File: src/rtl/gate_2_pkg.sv
// Shared constants for the gate_2 block: result bus width, bit positions and reset value.
package gate_2_pkg;

   localparam int unsigned Z_W = 6;

   localparam int unsigned Z_AND  = 0;
   localparam int unsigned Z_NAND = 1;
   localparam int unsigned Z_OR   = 2;
   localparam int unsigned Z_NOR  = 3;
   localparam int unsigned Z_XOR  = 4;
   localparam int unsigned Z_XNOR = 5;

   // Not the a=b=0 truth value, so a cleared register is distinguishable from live data.
   localparam logic [Z_W-1:0] Z_RESET = 6'b000000;

endpackage

File: src/rtl/gate_2_cell.sv
// Combinational core: the six two-input Boolean functions of a and b, unregistered.
module gate_2_cell
   import gate_2_pkg::*;
(
   input  logic           a,
   input  logic           b,
   output logic [Z_W-1:0] z
);

   always_comb begin
      z         = '0;
      z[Z_AND]  = a & b;
      z[Z_NAND] = ~(a & b);
      z[Z_OR]   = a | b;
      z[Z_NOR]  = ~(a | b);
      z[Z_XOR]  = a ^ b;
      z[Z_XNOR] = ~(a ^ b);
   end

endmodule

File: src/rtl/gate_2.sv
// Registered gate reference: loads the gate_2_cell results every edge, synchronous reset wins.
module gate_2
   import gate_2_pkg::*;
(
   input  logic           clk,
   input  logic           reset,
   input  logic           a,
   input  logic           b,
   output logic [Z_W-1:0] z
);

   logic [Z_W-1:0] cell_z;
   logic [Z_W-1:0] z_d;
   logic [Z_W-1:0] z_q;

   gate_2_cell u_cell (
      .a (a),
      .b (b),
      .z (cell_z)
   );

   always_comb begin
      z_d = cell_z;
      if (reset) begin
         z_d = Z_RESET;
      end
   end

   always_ff @(posedge clk) begin
      z_q <= z_d;
   end

   assign z = z_q;

endmodule

File: config.mk
export PLATFORM = sky130hd
export DESIGN_NAME = gate_2
export DESIGN_NICKNAME = d
export VERILOG_FILES = /design/src/rtl/gate_2_pkg.sv /design/src/rtl/gate_2_cell.sv /design/src/rtl/gate_2.sv
export SDC_FILE = /design/constraint.sdc
export NUM_CORES = 1
export LEC_CHECK = 0
export CORE_AREA = 2 2 39 41
export DETAILED_ROUTE_END_ITERATION = 10
export DIE_AREA = 0 0 41 43
export SYNTH_ARGS = -nofsm -noshare
export SYNTH_HDL_FRONTEND = slang
export SYNTH_SLANG_ARGS = --single-unit
File: constraint.sdc
create_clock -name clk -period 0.8 [get_ports clk]
set_clock_uncertainty 0.2 [all_clocks]
set_input_delay 0.16 -clock clk [delete_from_list [all_inputs] [get_ports clk]]
set_output_delay 0.16 -clock clk [all_outputs]
set_load 0.02 [all_outputs]
==> impl_metrics.ini <==
[timing]
drv_slew = 0
worst_pin_slew_ps = 194
whs_ps = 50.5
setup_viol_count_final = 6
slew_headroom_pct = 87.1
fin_crit_sh_pct = 129
final.min_clock_period_ps = 1030
hold_viol_final = 0
fin_setup_tns_ps = -1350
worst_slack_ps = -229
grt_setup_unrepaired = true
maxClockFrequency_mhz = 972

[critical_path]
required_ps = 440
crit_family = flip-flops
cp-start-kind = flop
endpoint_kind = output port
critPathSlowestCell = dfxtp_2
slowest_delay_ps = 310
cp_max_fo = 1
crit_arrival_ps = 670
crit_buf_inv = 1
path_class = flop to output port
crit_chain = buf_6

[final_layout]
diodes = 0
largest_register_ffs = 6
syn_to_final_growth_pct = 81.9
fin_cells = 46
post-route-util_pct = 27.3
layout_commonest_cell = buf_6
nets = 40
mostFrequentLayoutCells = buf_6 (7), dfxtp_2 (6)
drive_above_1_share_pct = 66.7

[logic_synthesis]
netlist_instances = 18
yosysTopAreaCell = dfxtp_1
yosys.area_share.xor_xnor_pct = 0
seq_area_frac_synth_pct = 57.8
synth_mux_area_share_pct = 0
synth.area.top_cells = dfxtp_1 (58%), ha_1 (24%), nor2b_1 (9.0%)
ys_seq_elements = 6
synth_nets = 26
synth-compound-area-share_pct = 0
synth_warnings = 0
yosys.area_share.adder_pct = 24.1
netlist_area_um2 = 208
synth_top_family_by_area = adder cells
synth.top_cell.area_share_pct = 57.8
yosys.area_share.simple_pct = 14.5
synth.avg_cell_area_um2 = 11.5
yosysUniqueCellTypes = 5

[clock_tree]
cts_made_buffers = 3
cts_max_level = 1
clk_path_buf_depth = 2
hold_buffers = 0
clock-sinks = 6
ctsRootBufferMaster = clkbuf_4
path_clk_slew_ps = 40
tritoncts = built
post_cts_buffers = 0

[global_routing]
grt_pass1_wl_um = 476
grt_antenna_before_repair = 0
grt_max_degree = 7
grt_use_total_pct = 5.23
grt_pass1_vias = 121
overflow = 0

[floorplanning]
die_width_um = 41
die_y_um = 43
ioPinCount = 10
dieArea_um2 = 1760
start_util_pct = 15.0
coreArea_um2 = 1380
rows = 14

[placement]
place_ws_ps = -668
placedCellCount = 44
gp_congestion = 0.670
hpwl_um = 244
numPortBuffers = 9

[power]
internal_power_uw = 553
p_seq_share_pct = 46.4
p_comb_share_pct = 16.6
powerDensity_nw_per_um2 = 1890
p_leak_uw = 0.000173
peakVddDrop_mv = 0.309
p_sw_uw = 161
swShare_pct = 22.5
clkPwrFrac_pct = 37.0

[status]
outcome = finished, violations left
violations = negative setup slack

[route]
drtAntennaViolNets = 0
num_vias = 147
avgRoutedWirePerCell_um = 6.67
viasPerCell = 3.20
route.detailed.drc = 0
routed_wl_um = 307
route.met2.wl_um = 84
first_pass_iters = 1
initialDrtViolationCount = 0
wl_met1_um = 155
met3_length_um = 43
dr.max_layer_used = met4

[hold_path]
hp-class = input pin to flop

[job]
drv_cap = 0
[cells in the mapped netlist]
cell     n
ha_1     4
inv_1    2
nor2_1   3
nor2b_1  3
dfxtp_1  6
[cell families (layout without fill, tap and decap cells)]
group,Yosys count,in the layout
buf+inv,2,14
simple gates,6,6
flops,6,6
fa+ha+maj,4,4
[path summary, 6_finish.rpt]
check / startpoint / slack, ps / depth (start not counted) / to
max: z[4]$_SDFF_PP0_ / -230 / 1 / z[4]
min: b / 50 / 4 / z[2]$_SDFF_PP0_
[power by group through the flow]
stage / registers (uW) / clock network (uW) / logic (uW)
2_1_floorplan: 353 / 0 / 28.4
3_3_place_gp: 329 / 0 / 121
3_5_place_dp: 329 / 0 / 123
4_1_cts: 331 / 279 / 125
5_1_grt: 332 / 288 / 129
6_report: 331 / 264 / 118
[layer usage]
layer	up-vias	global-route usage, %
met5	-	0
met4	0	10.0
met3	4	4.71
met2	12	4.06
met1	54	4.85
li1	77	-
[timing repair]
item	4_1_cts	5_1_grt
pin swaps	1	0
setup endpoints to repair	12	7
gates resized for setup	52	0
[per-stage QoR]
stage | cell area (um2) | power (uW)
after global routing | 378 | 748
final | 378 | 714
after floorplan | 235 | 382
after global placement | 353 | 450
after detailed placement | 353 | 451
after CTS | 389 | 735
[area by class of cell]
cell class	count	area, um2
fillers	154	1010
flip-flops and latches	6	128
multi-input cells	10	92.6
repair buffers	9	92.6
clock buffers	3	22.5
inverters	2	22.5
well taps	16	20.0
Note: power is estimated with default switching activity, not from simulation.
